## config.mk

```make
export PLATFORM = sky130hd
export DESIGN_NAME = axilite_cmd_master
export DESIGN_NICKNAME = d
export VERILOG_FILES = /design/src/rtl/axilite_cmd_pkg.sv /design/src/rtl/axilite_cmd_master_compare.sv /design/src/rtl/axilite_cmd_master.sv
export SDC_FILE = /design/constraint.sdc
export NUM_CORES = 1
export LEC_CHECK = 0
export BUFFER_PORTS_ARGS = -buffer_cell sky130_fd_sc_hd__buf_2
export CELL_PAD_IN_SITES_DETAIL_PLACEMENT = 1
export CELL_PAD_IN_SITES_GLOBAL_PLACEMENT = 1
export CORE_UTILIZATION = 35
export DETAILED_ROUTE_END_ITERATION = 6
export PLACE_DENSITY = 0.73
export SETUP_SLACK_MARGIN = 0.02
export SLEW_MARGIN = 20
export SYNTH_ARGS = -nofsm -noshare
export SYNTH_HDL_FRONTEND = slang
export SYNTH_HIERARCHICAL = 1
export SYNTH_SLANG_ARGS = --single-unit
```

## constraint.sdc

```tcl
create_clock -name ACLK -period 2.2 [get_ports ACLK]
set_input_delay 0.11 -clock ACLK [delete_from_list [all_inputs] [get_ports ACLK]]
set_output_delay 0.11 -clock ACLK [all_outputs]
set_load 0.05 [all_outputs]
```

## src/rtl/axilite_cmd_pkg.sv

```systemverilog
`default_nettype none
// +----------------------------------------------------------------------------+
// | Module   : axilite_cmd_pkg                                                 |
// | Purpose  : Shared definitions for the AXI4-Lite command master: command    |
// |            op encodings, failure codes, AXI response code and FSM states.  |
// | Ports    : none (package)                                                  |
// | Revision : 1.0  initial release                                            |
// +----------------------------------------------------------------------------+
package axilite_cmd_pkg;

  // Command op encodings as presented on cmd_op
  localparam logic [2:0] c_op_end        = 3'd0;
  localparam logic [2:0] c_op_write      = 3'd1;
  localparam logic [2:0] c_op_read_check = 3'd2;
  localparam logic [2:0] c_op_poll       = 3'd3;
  localparam logic [2:0] c_op_capture    = 3'd4;

  // Values reported on fail_code
  localparam logic [2:0] c_fail_none     = 3'd0;
  localparam logic [2:0] c_fail_bresp    = 3'd1;
  localparam logic [2:0] c_fail_rresp    = 3'd2;
  localparam logic [2:0] c_fail_mismatch = 3'd3;
  localparam logic [2:0] c_fail_timeout  = 3'd4;
  localparam logic [2:0] c_fail_illegal  = 3'd5;

  localparam logic [1:0] c_resp_okay = 2'b00;

  typedef enum logic [3:0] {
    ST_IDLE  = 4'd0,
    ST_FETCH = 4'd1,
    ST_WRITE = 4'd2,
    ST_WRESP = 4'd3,
    ST_RADDR = 4'd4,
    ST_RDATA = 4'd5,
    ST_EVAL  = 4'd6,
    ST_DONE  = 4'd7,
    ST_FAIL  = 4'd8
  } state_t;

endpackage
`default_nettype wire

```

## src/rtl/axilite_cmd_master_compare.sv

```systemverilog
`default_nettype none
// +----------------------------------------------------------------------------+
// | Module   : axilite_cmd_compare                                             |
// | Purpose  : Masked equality of read data against an expected value. Used    |
// |            by both READ_CHECK and POLL evaluation.                         |
// | Ports    : i_rdata    - data returned by the slave                         |
// |            i_expected - expected value from the command                    |
// |            i_mask     - bits that take part in the comparison              |
// |            o_match    - 1 when all masked bits agree                       |
// | Revision : 1.0  initial release                                            |
// +----------------------------------------------------------------------------+
module axilite_cmd_compare #(
  parameter int DATA_WIDTH = 32
) (
  input  logic [DATA_WIDTH-1:0] i_rdata,
  input  logic [DATA_WIDTH-1:0] i_expected,
  input  logic [DATA_WIDTH-1:0] i_mask,
  output logic                  o_match
);

  assign o_match = ((i_rdata & i_mask) == (i_expected & i_mask));

endmodule
`default_nettype wire

```

## src/rtl/axilite_cmd_master.sv

```systemverilog
`default_nettype none
// +----------------------------------------------------------------------------+
// | Module   : axilite_cmd_master                                              |
// | Purpose  : AXI4-Lite master that walks a command list (WRITE, READ_CHECK,  |
// |            POLL, CAPTURE, END) from an external combinational store and    |
// |            drives the slave accordingly, reporting done/fail status.       |
// | Ports    : ACLK, ARESETn   - clock, synchronous active-low reset           |
// |            start           - launch from index 0 when idle/done/fail       |
// |            busy/done/fail  - registered status                             |
// |            fail_code/idx   - cause and command index of a failure          |
// |            cmd_idx, cmd_*  - command store address and returned fields     |
// |            cap_valid/data  - one pulse per CAPTURE read                    |
// |            AW/W/B/AR/R     - AXI4-Lite master channels                     |
// | Revision : 1.0  initial release                                            |
// +----------------------------------------------------------------------------+
module axilite_cmd_master
  import axilite_cmd_pkg::*;
#(
  parameter int ADDR_WIDTH    = 8,
  parameter int DATA_WIDTH    = 32,
  parameter int CMD_IDX_WIDTH = 6,
  parameter int POLL_LIMIT    = 1024
) (
  input  logic                      ACLK,
  input  logic                      ARESETn,
  input  logic                      start,
  output logic                      busy,
  output logic                      done,
  output logic                      fail,
  output logic [2:0]                fail_code,
  output logic [CMD_IDX_WIDTH-1:0]  fail_idx,
  output logic [CMD_IDX_WIDTH-1:0]  cmd_idx,
  input  logic [2:0]                cmd_op,
  input  logic [ADDR_WIDTH-1:0]     cmd_addr,
  input  logic [DATA_WIDTH-1:0]     cmd_data,
  input  logic [DATA_WIDTH-1:0]     cmd_mask,
  output logic                      cap_valid,
  output logic [DATA_WIDTH-1:0]     cap_data,
  output logic                      AWVALID,
  input  logic                      AWREADY,
  output logic [ADDR_WIDTH-1:0]     AWADDR,
  output logic [2:0]                AWPROT,
  output logic                      WVALID,
  input  logic                      WREADY,
  output logic [DATA_WIDTH-1:0]     WDATA,
  output logic [DATA_WIDTH/8-1:0]   WSTRB,
  input  logic                      BVALID,
  output logic                      BREADY,
  input  logic [1:0]                BRESP,
  output logic                      ARVALID,
  input  logic                      ARREADY,
  output logic [ADDR_WIDTH-1:0]     ARADDR,
  output logic [2:0]                ARPROT,
  input  logic                      RVALID,
  output logic                      RREADY,
  input  logic [DATA_WIDTH-1:0]     RDATA,
  input  logic [1:0]                RRESP
);

  localparam int c_strb_w = DATA_WIDTH / 8;
  localparam int c_pcnt_w = $clog2(POLL_LIMIT + 1);
  localparam logic [c_pcnt_w-1:0]      c_poll_limit = c_pcnt_w'(POLL_LIMIT);
  localparam logic [c_pcnt_w-1:0]      c_poll_one   = c_pcnt_w'(1);
  localparam logic [CMD_IDX_WIDTH-1:0] c_idx_max    = '1;
  localparam logic [CMD_IDX_WIDTH-1:0] c_idx_one    = CMD_IDX_WIDTH'(1);

  state_t                r_state;
  logic [2:0]            r_op;
  logic [DATA_WIDTH-1:0] r_data;
  logic [DATA_WIDTH-1:0] r_mask;
  logic [DATA_WIDTH-1:0] r_rdata;
  logic [1:0]            r_rresp;
  logic [c_pcnt_w-1:0]   r_poll_cnt;
  logic                  r_aw_sent;
  logic                  r_w_sent;

  logic                     w_match;
  logic                     w_aw_done;
  logic                     w_w_done;
  logic [c_pcnt_w-1:0]      w_poll_next;
  logic                     w_idx_last;
  logic [CMD_IDX_WIDTH-1:0] w_idx_next;

  assign AWPROT = 3'b000;
  assign ARPROT = 3'b000;

  // A channel counts as delivered if it completed earlier or completes now
  assign w_aw_done   = r_aw_sent | (AWVALID & AWREADY);
  assign w_w_done    = r_w_sent  | (WVALID  & WREADY);
  assign w_poll_next = r_poll_cnt + c_poll_one;
  assign w_idx_last  = (cmd_idx == c_idx_max);
  assign w_idx_next  = cmd_idx + c_idx_one;

  axilite_cmd_compare #(
    .DATA_WIDTH (DATA_WIDTH)
  ) u_compare (
    .i_rdata    (r_rdata),
    .i_expected (r_data),
    .i_mask     (r_mask),
    .o_match    (w_match)
  );

  always_ff @(posedge ACLK) begin
    if (!ARESETn) begin
      r_state    <= ST_IDLE;
      r_op       <= c_op_end;
      r_data     <= '0;
      r_mask     <= '0;
      r_rdata    <= '0;
      r_rresp    <= c_resp_okay;
      r_poll_cnt <= '0;
      r_aw_sent  <= 1'b0;
      r_w_sent   <= 1'b0;
      busy       <= 1'b0;
      done       <= 1'b0;
      fail       <= 1'b0;
      fail_code  <= c_fail_none;
      fail_idx   <= '0;
      cmd_idx    <= '0;
      cap_valid  <= 1'b0;
      cap_data   <= '0;
      AWVALID    <= 1'b0;
      AWADDR     <= '0;
      WVALID     <= 1'b0;
      WDATA      <= '0;
      WSTRB      <= '0;
      BREADY     <= 1'b0;
      ARVALID    <= 1'b0;
      ARADDR     <= '0;
      RREADY     <= 1'b0;
    end else begin
      cap_valid <= 1'b0;
      // Status flags are registered decodes of the current state
      busy <= !(r_state inside {ST_IDLE, ST_DONE, ST_FAIL});
      done <= (r_state == ST_DONE);
      fail <= (r_state == ST_FAIL);

      case (r_state)
        ST_IDLE, ST_DONE, ST_FAIL: begin
          if (start) begin
            r_state   <= ST_FETCH;
            cmd_idx   <= '0;
            fail_code <= c_fail_none;
            fail_idx  <= '0;
          end
        end

        ST_FETCH: begin
          r_op   <= cmd_op;
          r_data <= cmd_data;
          r_mask <= cmd_mask;
          case (cmd_op)
            c_op_end: r_state <= ST_DONE;
            c_op_write: begin
              r_state   <= ST_WRITE;
              AWVALID   <= 1'b1;
              AWADDR    <= cmd_addr;
              WVALID    <= 1'b1;
              WDATA     <= cmd_data;
              WSTRB     <= cmd_mask[c_strb_w-1:0];
              r_aw_sent <= 1'b0;
              r_w_sent  <= 1'b0;
            end
            c_op_read_check, c_op_poll, c_op_capture: begin
              r_state    <= ST_RADDR;
              ARVALID    <= 1'b1;
              ARADDR     <= cmd_addr;
              r_poll_cnt <= '0;
            end
            default: begin
              r_state   <= ST_FAIL;
              fail_code <= c_fail_illegal;
              fail_idx  <= cmd_idx;
            end
          endcase
        end

        ST_WRITE: begin
          // Each channel retires independently; an accepted one is never re-issued
          if (AWVALID && AWREADY) begin
            AWVALID   <= 1'b0;
            r_aw_sent <= 1'b1;
          end
          if (WVALID && WREADY) begin
            WVALID   <= 1'b0;
            r_w_sent <= 1'b1;
          end
          if (w_aw_done && w_w_done) begin
            r_state <= ST_WRESP;
            BREADY  <= 1'b1;
          end
        end

        ST_WRESP: begin
          if (BVALID) begin
            BREADY <= 1'b0;
            if (BRESP != c_resp_okay) begin
              r_state   <= ST_FAIL;
              fail_code <= c_fail_bresp;
              fail_idx  <= cmd_idx;
            end else if (w_idx_last) begin
              r_state <= ST_DONE;
            end else begin
              cmd_idx <= w_idx_next;
              r_state <= ST_FETCH;
            end
          end
        end

        ST_RADDR: begin
          if (ARREADY) begin
            ARVALID <= 1'b0;
            RREADY  <= 1'b1;
            r_state <= ST_RDATA;
          end
        end

        ST_RDATA: begin
          if (RVALID) begin
            RREADY  <= 1'b0;
            r_rdata <= RDATA;
            r_rresp <= RRESP;
            r_state <= ST_EVAL;
          end
        end

        ST_EVAL: begin
          if (r_rresp != c_resp_okay) begin
            r_state   <= ST_FAIL;
            fail_code <= c_fail_rresp;
            fail_idx  <= cmd_idx;
          end else if (r_op == c_op_read_check && !w_match) begin
            r_state   <= ST_FAIL;
            fail_code <= c_fail_mismatch;
            fail_idx  <= cmd_idx;
          end else if (r_op == c_op_poll && !w_match) begin
            // r_poll_cnt counts completed reads minus one here
            if (w_poll_next == c_poll_limit) begin
              r_state   <= ST_FAIL;
              fail_code <= c_fail_timeout;
              fail_idx  <= cmd_idx;
            end else begin
              r_poll_cnt <= w_poll_next;
              ARVALID    <= 1'b1;
              r_state    <= ST_RADDR;
            end
          end else begin
            if (r_op == c_op_capture) begin
              cap_valid <= 1'b1;
              cap_data  <= r_rdata;
            end
            if (w_idx_last) begin
              r_state <= ST_DONE;
            end else begin
              cmd_idx <= w_idx_next;
              r_state <= ST_FETCH;
            end
          end
        end

        default: r_state <= ST_IDLE;
      endcase
    end
  end

endmodule
`default_nettype wire

```

==> results of run 1 <==
-- repair_timing --
item                                    in CTS  in global routing
gates cloned                                 1                  0
endpoints found under the setup margin      31                 34
setup buffers                                6                  3
pin swaps                                   27                 22
hold buffers                               115                  0
hold endpoints to repair                   161                  0
resized for setup                           35                 28
-- registers in the layout, summed over array words and instances (netlist names), 2 cells and up --
name,cells
r_data,32
r_mask,32
r_state,4
WDATA,32
r_rresp,2
fail_code,3
cap_data,32
ARADDR,8
r_poll_cnt,11
AWADDR,8
fail_idx,6
r_op,3
cmd_idx,6
r_rdata,32
WSTRB,4
-- layer usage --
metal  share of wire (%)  vias to the layer above  routed length [um]  GRT usage [%]
li1                    -                     4629                   -              -
met1                  44                     4744               15700           33.8
met2                  49                      243               17500           43.5
met3                 4.8                       62                1720           4.27
met4                 2.4                        0                 844           7.79
met5                   0                        -                   0              0
-- power breakdown --
part	switching, mW	internal (mW)
clock	1.75	2.41
combinational	2.31	1.49
sequential	0.382	4.59
total	4.45	8.49
-- metrics by stage --
| stage | instances | utilization, % | instance area, um^2 | TNS [ns] |
|---|---|---|---|---|
| floorplan | 1155 | - | 9260 | -0.154 |
| CTS | 1888 | 51.6 | 13400 | -9.92 |
| finish | 1896 | 52.2 | 13600 | -9.54 |
| global route | 1893 | 52.1 | 13500 | -13.19 |
| global placement | 1722 | 43.3 | 11300 | -12.11 |
| detailed placement | 1722 | 43.3 | 11300 | -14.70 |
-- layout make-up --
type                       instances  area share [%]
multi-input combinational        844            33.8
sequential                       226            33.7
timing repair buffer             434            23.1
clock buffer                      40            5.70
tap                              335            3.09
clock inverter                     6           0.332
inverter                           6           0.203
antenna                            5          0.0923
-- placed cells by master (no fill, tap or decap), types with 3 or more instances in the layout --
master | netlist | final
dfxtp_2 | 0 | 29
conb_1 | 1 | 6
o211ai_1 | 5 | 5
nor2_1 | 32 | 29
nor3_1 | 6 | 4
inv_1 | 5 | 5
o21ai_1 | 1 | 7
a21o_2 | 4 | 4
clkbuf_1 | 52 | 7
a31oi_1 | 6 | 6
xor2_1 | 32 | 23
nor3b_1 | 5 | 5
a22oi_2 | 0 | 9
buf_2 | 13 | 226
buf_6 | 2 | 5
a21oi_1 | 194 | 192
a22oi_1 | 18 | 9
xor2_2 | 0 | 9
nand3b_1 | 5 | 5
nand2_1 | 394 | 393
and3_1 | 10 | 8
clkinv_2 | 0 | 4
clkbuf_16 | 0 | 26
o21ai_0 | 16 | 10
nand2b_1 | 3 | 3
clkbuf_8 | 0 | 7
mux2i_1 | 18 | 18
buf_12 | 0 | 11
dfxtp_1 | 226 | 196
buf_4 | 8 | 77
dlygate4sd3_1 | 0 | 115
or3_1 | 7 | 6
diode_2 | 0 | 5
and3_2 | 2 | 3
nand4_1 | 8 | 8
nand3_1 | 15 | 13
a32o_1 | 3 | 3
o21a_1 | 3 | 3
-- worst paths after layout --
kind	to	slack, ns	cells past startpoint
max	r_poll_cnt[8]$_SDFFE_PN0P_	-0.44	12
min	ARVALID$_SDFFE_PN0P_	0.05	4
max reg2reg	r_poll_cnt[8]$_SDFFE_PN0P_	-0.44	12
min reg2reg	AWADDR[5]$_SDFFE_PN0P_	0.45	2
-- logic make-up (layout without fill, tap and decap cells) --
| logic type | count (synthesis) | after routing | share of synthesized area (%) |
|---|---|---|---|
| adders and majority gates | 2 | 2 | 0.271 |
| DFF | 226 | 226 | 49.1 |
| other | 1 | 11 | 0.0407 |
| buffers and inverters | 86 | 486 | 4.18 |
| and+or+nand+nor | 506 | 506 | 23.6 |
| xor gates and xnor gates | 33 | 33 | 3.13 |
| muxes | 21 | 21 | 2.36 |
| AOI/OAI and AO/OA | 275 | 276 | 17.3 |
-- critical path, cell delays in order, from the launching register on --
cell and delay [ns]:
dfxtp_1 0.37, xor2_1 0.20, a22oi_1 0.11, nand4_1 0.16
nor4_4 0.08, or3b_4 0.39, buf_6 0.14, or2_4 0.25
nor2_1 0.19, nand2_1 0.14, buf_4 0.18, o211ai_1 0.18
o211ai_1 0.11
==> impl_metrics.toml, run 1 <==
[status]
status = "complete, but fails checks"
violations = "setup timing"

[synth]
seq_area_frac_synth_pct = 49.1
synth_edf_count = 0
synthCells = 1150
ys_ff_latch = 226
synth_commonest_cells = "nand2_1 (394), dfxtp_1 (226), a21oi_1 (194)"
yosysTopAreaCellShare_pct = 49.1
synth-async-reset-ratio_pct = 0
synth_top_area_cell = "dfxtp_1"
synth_flop_cell = "dfxtp_1"
yosysMostFrequentCell = "nand2_1"
synth.area.top_cells = "dfxtp_1 (49%), nand2_1 (16%), a21oi_1 (11%), xor2_1 (3.0%), clkbuf_1 (2.1%)"
postSynthAreaPerCell_um2 = 8.02
ys_warn_count = 6
yosysUniqueCellTypes = 74
netlist_area_um2 = 9220

[placement]
dpl.hpwl_um = 22500
gp_congestion = 0.822
io_buffers = 226
place_ws_ns = -0.553

[timing]
period_minus_slack_ns = 2.64
setup_slack_ns = -0.443
rsz0062_at_grt = "yes"
drv_slew = 0
setup_viol = 31
tightestPinTransition_ns = 0.527
finalCritPeriodShare_pct = 120
max-slew-margin-rel_pct = 64.7
whs_ns = 0.0456
skew_ns = 0.00988
fmax_mhz = 378
hold_violations = 0

[hold_path]
hold_path.class = "input pin to flop"
min-delay-start = "ARREADY"

[global_routing]
grt_max_degree = 68
grt_pass1_vias = 10060
grt_pass1_wl_um = 54700
overflow = 0
antenna_found_initial = 2
grt_usage_pct = 25.9

[routing]
viasPerCell = 5.10
vias = 9678
postRouteAntennaNets = 0
drt_iter0_drc = 561
routedWlPerCell_um = 18.9
post-route-drc-count = 0
dr.pass1.iters = 4
routed_wl_um = 35800

[floorplan]
initial_core_util_pct = 35.5
die_w_um = 164
rows = 59
die_h_um = 164
core-area_um2 = 26000
num_io_pins = 233
die_area_um2 = 27000

[layout]
fillCellCount = 3114
nets = 1659
multi_input_area_um2 = 4580
drive_above_1_share_pct = 29.3
area_growth_pct = 47.0
regArea_um2 = 4560

[setup_path]
end_kind = "flop"
crit_path_start = "r_data[7]$_SDFFE_PN0P_"
cp-start-kind = "flop"
critPathMaxFanout = 5
worstPathArrival_ns = 3.04
critical_path_class = "flop to flop"
critPathRequiredTime_ns = 2.60
r2r-start = "r_data[7]$_SDFFE_PN0P_"

[power]
power_mw = 12.9
ir_drop_mv = 0.537
powerDensity_nw_per_um2 = 954
p_leak_nw = 5.76

[clock_tree]
cts_tree = "done"
htree_levels = 1
clkLatencyLatePin_ns = 0.53
cts_buffers = 26
clockBufferDepth = 3
cts_sinks = 226
root_buffer = "clkbuf_16"
clk_pin_slew_worst_paths_ns = 0.06

[job]
maxCapViolCount = 0
No activity file was read; power rests on OpenSTA's default activity.
==> run 2: changes to the inputs <==
--- a/config.mk
+++ b/config.mk
@@ -8,9 +8,10 @@
 export BUFFER_PORTS_ARGS = -buffer_cell sky130_fd_sc_hd__buf_2
 export CELL_PAD_IN_SITES_DETAIL_PLACEMENT = 1
 export CELL_PAD_IN_SITES_GLOBAL_PLACEMENT = 1
-export CORE_UTILIZATION = 35
+export CORE_UTILIZATION = 41
 export DETAILED_ROUTE_END_ITERATION = 6
-export PLACE_DENSITY = 0.73
+export GPL_TIMING_DRIVEN = 0
+export PLACE_DENSITY = 0.81
 export SETUP_SLACK_MARGIN = 0.02
 export SLEW_MARGIN = 20
 export SYNTH_ARGS = -nofsm -noshare
==> constraint.sdc (replaced) <==
create_clock -name ACLK -period 3.1 [get_ports ACLK]
set_input_delay 0.155 -clock ACLK [delete_from_list [all_inputs] [get_ports ACLK]]
set_output_delay 0.155 -clock ACLK [all_outputs]
set_load 0.05 [all_outputs]
==> impl_metrics.toml, run 2 (same netlist as run 1, synthesis figures left out) <==
[status]
status = "complete, but fails checks"
violations = "DRC"

[timing]
period_minus_slack_ns = 2.85
tns_ns = 0
fmax_mhz = 351
setup_viol = 0
skew_ns = 0.0364
finalCritPeriodShare_pct = 91.8
rsz0062_at_grt = "no"
max-slew-margin-rel_pct = 44.2
drv_slew = 0
tightestPinTransition_ns = 0.836
setup_slack_ns = 0.253
hold_violations = 0

[setup_path]
end_kind = "flop"
critical_path_class = "flop to flop"
worstPathCellList = "xor2_1 -> a22oi_1 -> nand4_1 -> nor4_2 -> or3b_4 -> a32oi_1 -> nand2_1 -> nor2_1 -> nand3_4 -> a221oi_1"
worst-path-buf-inv = 0
worstPathArrival_ns = 3.26
r2r-start = "r_rdata[10]$_SDFFE_PN0P_"
crit_family = "simple AND/OR/NAND/NOR gates"
critPathMaxFanout = 8
critPathRequiredTime_ns = 3.52
slowest_delay_ns = 0.45
r2r_slack_ns = 0.25
r2r_cells = 10
cpMaxStageDelayCell = "dfxtp_1"
cp-start-kind = "flop"
r2r_end = "fail_code[2]$_SDFFE_PN0P_"

[placement]
dpl.hpwl_um = 24400
gp_congestion = 0.843
post_dp_cell_area_um2 = 10700
place_ws_ns = 0.374
io_buffers = 226

[floorplan]
rows = 54
die_h_um = 152
initial_core_util_pct = 42.0
die_w_um = 152
core-area_um2 = 22000
die_area_um2 = 23100
num_io_pins = 233

[layout]
nets = 1641
final_cell_mix = "nand2_1 (394), buf_2 (239), dfxtp_1 (226)"
drive_above_1_share_pct = 20.3
area_growth_pct = 36.5
final_common_cell = "nand2_1"
final_area_um2 = 12600

[clock_tree]
htree_levels = 1
clkLatencyLatePin_ns = 0.55
clk_pin_slew_worst_paths_ns = 0.07
clockBufferDepth = 3
cts_tree = "done"
root_buffer = "clkbuf_16"
cts_buffers = 25
cts_sinks = 226
cts_setup_buffers = 0

[routing]
vias = 9916
postRouteAntennaNets = 0
viasPerCell = 5.45
dr.pass1.iters = 7
post-route-drc-count = 16
drt_iter0_drc = 574
routed_wl_um = 37600
routedWlPerCell_um = 20.6

[hold_path]
min-delay-start = "RVALID"
worstHoldPathCells = 4
holdPathEnd = "RREADY$_SDFFE_PN0P_"
hold_path.class = "input pin to flop"

[power]
powerDensity_nw_per_um2 = 691
p_leak_nw = 5.33
power_mw = 8.69
ir_drop_mv = 0.373

[global_routing]
overflow = 0
grt_usage_pct = 32.0
grt_pass1_vias = 10586
antenna_found_initial = 4
grt_pass1_wl_um = 58100
grt_max_degree = 13

[job]
maxCapViolCount = 0
-- run 2: changes by cell type in the layout (fill, tap and decap cells not counted), sizes merged --
| cell | previous run | this run |
|---|---|---|
| dlygate4sd3 | 115 | 112 |
| buf | 319 | 253 |
| a21boi | 2 | 1 |
| clkinv | 5 | 3 |
| clkinvlp | 0 | 1 |
| inv | 7 | 6 |
| diode | 5 | 4 |
| clkbuf | 40 | 92 |
-- run 2: area by class of cell --
type	count	area, um^2
Sequential cell	226	4520
Timing Repair Buffer	338	2250
Buffer	80	363
Clock buffer	39	708
Antenna cell	4	10.0
Multi-Input combinational cell	843	4330
Fill cell	2715	9370
Inverter	6	22.5
Tap cell	280	350
Clock inverter	4	26.3
-- run 2: worst max-delay path by stage --
stage,slack [ns],cells after the start,start,endpoint
4_1_cts,0.32,10,r_rdata[30]$_SDFFE_PN0P_,cmd_idx[3]$_SDFFE_PN0P_
3_3_place_gp,0.39,10,r_rdata[29]$_SDFFE_PN0P_,cmd_idx[5]$_SDFFE_PN0P_
6_report,0.25,10,r_rdata[10]$_SDFFE_PN0P_,fail_code[2]$_SDFFE_PN0P_
2_1_floorplan,0.82,9,r_rdata[10]$_SDFFE_PN0P_,r_poll_cnt[7]$_SDFFE_PN0P_
5_1_grt,0.07,10,r_rdata[10]$_SDFFE_PN0P_,fail_code[2]$_SDFFE_PN0P_
3_5_place_dp,0.37,10,r_rdata[29]$_SDFFE_PN0P_,cmd_idx[3]$_SDFFE_PN0P_
-- run 2: worst reg2reg max path, stage by stage, from the launching register on --
cell      delay [ns]
dfxtp_1         0.45
xor2_1          0.23
a22oi_1         0.16
nand4_1         0.14
nor4_2          0.07
or3b_4          0.42
a32oi_1         0.34
nand2_1         0.13
nor2_1          0.28
nand3_4         0.21
a221oi_1        0.32
-- run 2: report_power, final --
group | internal (mW) | switching (mW) | leakage, nW
Sequential | 3.25 | 0.245 | 1.83
Clock | 1.56 | 1.22 | 0.355
Combinational | 0.786 | 1.63 | 3.15
Total | 5.60 | 3.10 | 5.33
-- run 2: per-layer routing --
| metal | share of wire, % | vias to the layer above | wire length, um | global-route usage [%] |
|---|---|---|---|---|
| li1 | - | 4603 | - | - |
| met3 | 5.8 | 102 | 2190 | 4.73 |
| met2 | 48 | 397 | 18100 | 55.1 |
| met5 | 0 | - | 0 | 0 |
| met4 | 4.1 | 0 | 1560 | 15.4 |
| met1 | 42 | 4814 | 15800 | 39.2 |
-- run 2: through the flow --
step | utilization, % | hold slack (ns) | std cells
after floorplan | - | 0.291 | 1155
after global placement | 48.8 | 0.397 | 1661
after detailed placement | 48.8 | 0.406 | 1661
after CTS | 57.3 | 0.0240 | 1816
after global routing | 57.3 | 0.0462 | 1820
final | 57.3 | 0.0226 | 1820
-- run 2: timing repair --
action	CTS	global route
hold buffers	112	0
setup endpoints to repair	0	0
endpoints found under the hold margin	158	0
gates resized for setup	0	0
==> run 3: changes to the inputs <==
--- a/config.mk
+++ b/config.mk
@@ -10,7 +10,6 @@
 export CELL_PAD_IN_SITES_GLOBAL_PLACEMENT = 1
 export CORE_UTILIZATION = 41
 export DETAILED_ROUTE_END_ITERATION = 6
-export GPL_TIMING_DRIVEN = 0
 export PLACE_DENSITY = 0.81
 export SETUP_SLACK_MARGIN = 0.02
 export SLEW_MARGIN = 20
==> impl_metrics.toml, run 3 (same netlist as run 1, synthesis figures left out) <==
[status]
status = "complete, but fails checks"
violations = "DRC"

[clock_tree]
clk_pin_slew_worst_paths_ns = 0.07
cts_setup_buffers = 0
cts_buffers = 26
root_buffer = "clkbuf_16"
clkLatencyLatePin_ns = 0.53
clockBufferDepth = 3
cts_sinks = 226
cts_tree = "done"
htree_levels = 1

[floorplan]
die_w_um = 152
num_io_pins = 233
core-area_um2 = 22000
rows = 54
die_h_um = 152
initial_core_util_pct = 42.0
die_area_um2 = 23100

[routing]
routedWlPerCell_um = 19.5
viasPerCell = 5.40
postRouteAntennaNets = 0
routed_wl_um = 34500
vias = 9525
dr.pass1.iters = 7
drt_iter0_drc = 575
post-route-drc-count = 26

[timing]
finalCritPeriodShare_pct = 90.0
rsz0062_at_grt = "no"
tightestPinTransition_ns = 0.736
skew_ns = 0.0108
drv_slew = 0
setup_slack_ns = 0.311
tns_ns = 0
max-slew-margin-rel_pct = 50.6
hold_violations = 0
whs_ns = 0.0574
period_minus_slack_ns = 2.79
fmax_mhz = 359
setup_viol = 0

[setup_path]
critPathRequiredTime_ns = 3.53
critPathMaxFanout = 8
r2r_slack_ns = 0.31
slowest_delay_ns = 0.41
end_kind = "flop"
worstPathArrival_ns = 3.21
cp-start-kind = "flop"
critical_path_class = "flop to flop"
cpMaxStageDelayCell = "or3b_4"
worstPathCellList = "xor2_1 -> a22oi_1 -> nand4_1 -> nor4_2 -> or3b_4 -> a32oi_1 -> nand2_1 -> nor2_1 -> nand3_4 -> a221oi_1"
r2r_cells = 10

[layout]
nets = 1579
instances_no_fill = 1764
final_cell_mix = "nand2_1 (394), dfxtp_1 (226), buf_2 (226)"
area_growth_pct = 36.4
drive_above_1_share_pct = 21.6
final_common_cell = "nand2_1"

[global_routing]
use_met2_pct = 50.9
busiest_layer = "met2"
met3_usage_pct = 5.19
grt_usage_pct = 29.3
overflow = 0
grt_max_degree = 78
grt_pass1_vias = 10174
antenna_found_initial = 5
grt_pass1_wl_um = 54600
grtUsageMet1_pct = 36.3

[power]
powerDensity_nw_per_um2 = 714
power.internal_mw = 5.95
power_mw = 8.98
ir_drop_mv = 0.470
p_clk_share_pct = 35.5
p_sw_mw = 3.03
comb_power_share_pct = 25.4
power.share.switching_pct = 33.8
p_leak_nw = 5.32
seqPwrFrac_pct = 39.1

[hold_path]
hold_path.class = "input pin to flop"
worstHoldPathCells = 4

[placement]
dpl.hpwl_um = 20800
io_buffers = 226
gp_congestion = 0.831
place_ws_ns = 0.367
dp.cells = 1597

[job]
maxCapViolCount = 0
-- run 3: per-stage QoR --
step | cell area [um^2] | utilization, %
finish | 12600 | 57.3
global route | 12600 | 57.3
CTS | 12600 | 57.2
detailed placement | 10500 | 48.0
global placement | 10500 | 48.0
floorplan | 9240 | -
-- run 3: path summary, 6_finish.rpt --
| kind | start | to |
|---|---|---|
| worst min register to register | WDATA[7]$_SDFFE_PN0P_ | WDATA[7]$_SDFFE_PN0P_ |
| worst min-delay path | ARREADY | ARVALID$_SDFFE_PN0P_ |
| worst max register to register | r_rdata[1]$_SDFFE_PN0P_ | fail_code[2]$_SDFFE_PN0P_ |
| worst max-delay path | r_rdata[1]$_SDFFE_PN0P_ | fail_code[2]$_SDFFE_PN0P_ |
-- run 3: layer usage --
layer | share of wire, % | vias up
met1 | 43 | 4660
met2 | 48 | 307
li1 | - | 4479
met4 | 3.3 | 0
met3 | 5.7 | 79
met5 | 0 | -
-- run 3: layout make-up --
cell class / count / area, um^2
Timing Repair Buffer: 355 / 2420
Multi-Input combinational cell: 843 / 4350
Fill cell: 2647 / 9380
Sequential cell: 226 / 4520
Inverter: 6 / 27.5
Clock buffer: 45 / 853
Tap cell: 280 / 350
Antenna cell: 6 / 15.0
Clock inverter: 3 / 40.0
-- run 3: timing repair --
| item | in CTS | in global routing |
|---|---|---|
| gates resized for setup | 0 | 0 |
| hold buffers | 113 | 0 |
| endpoints found under the hold margin | 159 | 0 |
-- run 3: power groups by stage --
stage                     Sequential (mW)  Combinational [mW]  Clock (mW)
after floorplan                      3.69                1.33           0
after global placement               3.54                2.06           0
after detailed placement             3.56                2.10           0
after CTS                            3.50                2.23        3.20
after global routing                 3.55                2.47        3.34
final                                3.52                2.28        3.19
-- run 3: critical path, delay by kind of cell, from the launching register on --
family          cells  cell delay (ns)
compound gates      3             0.81
xor+xnor            1             0.24
flops               1             0.39
simple gates        6             1.23
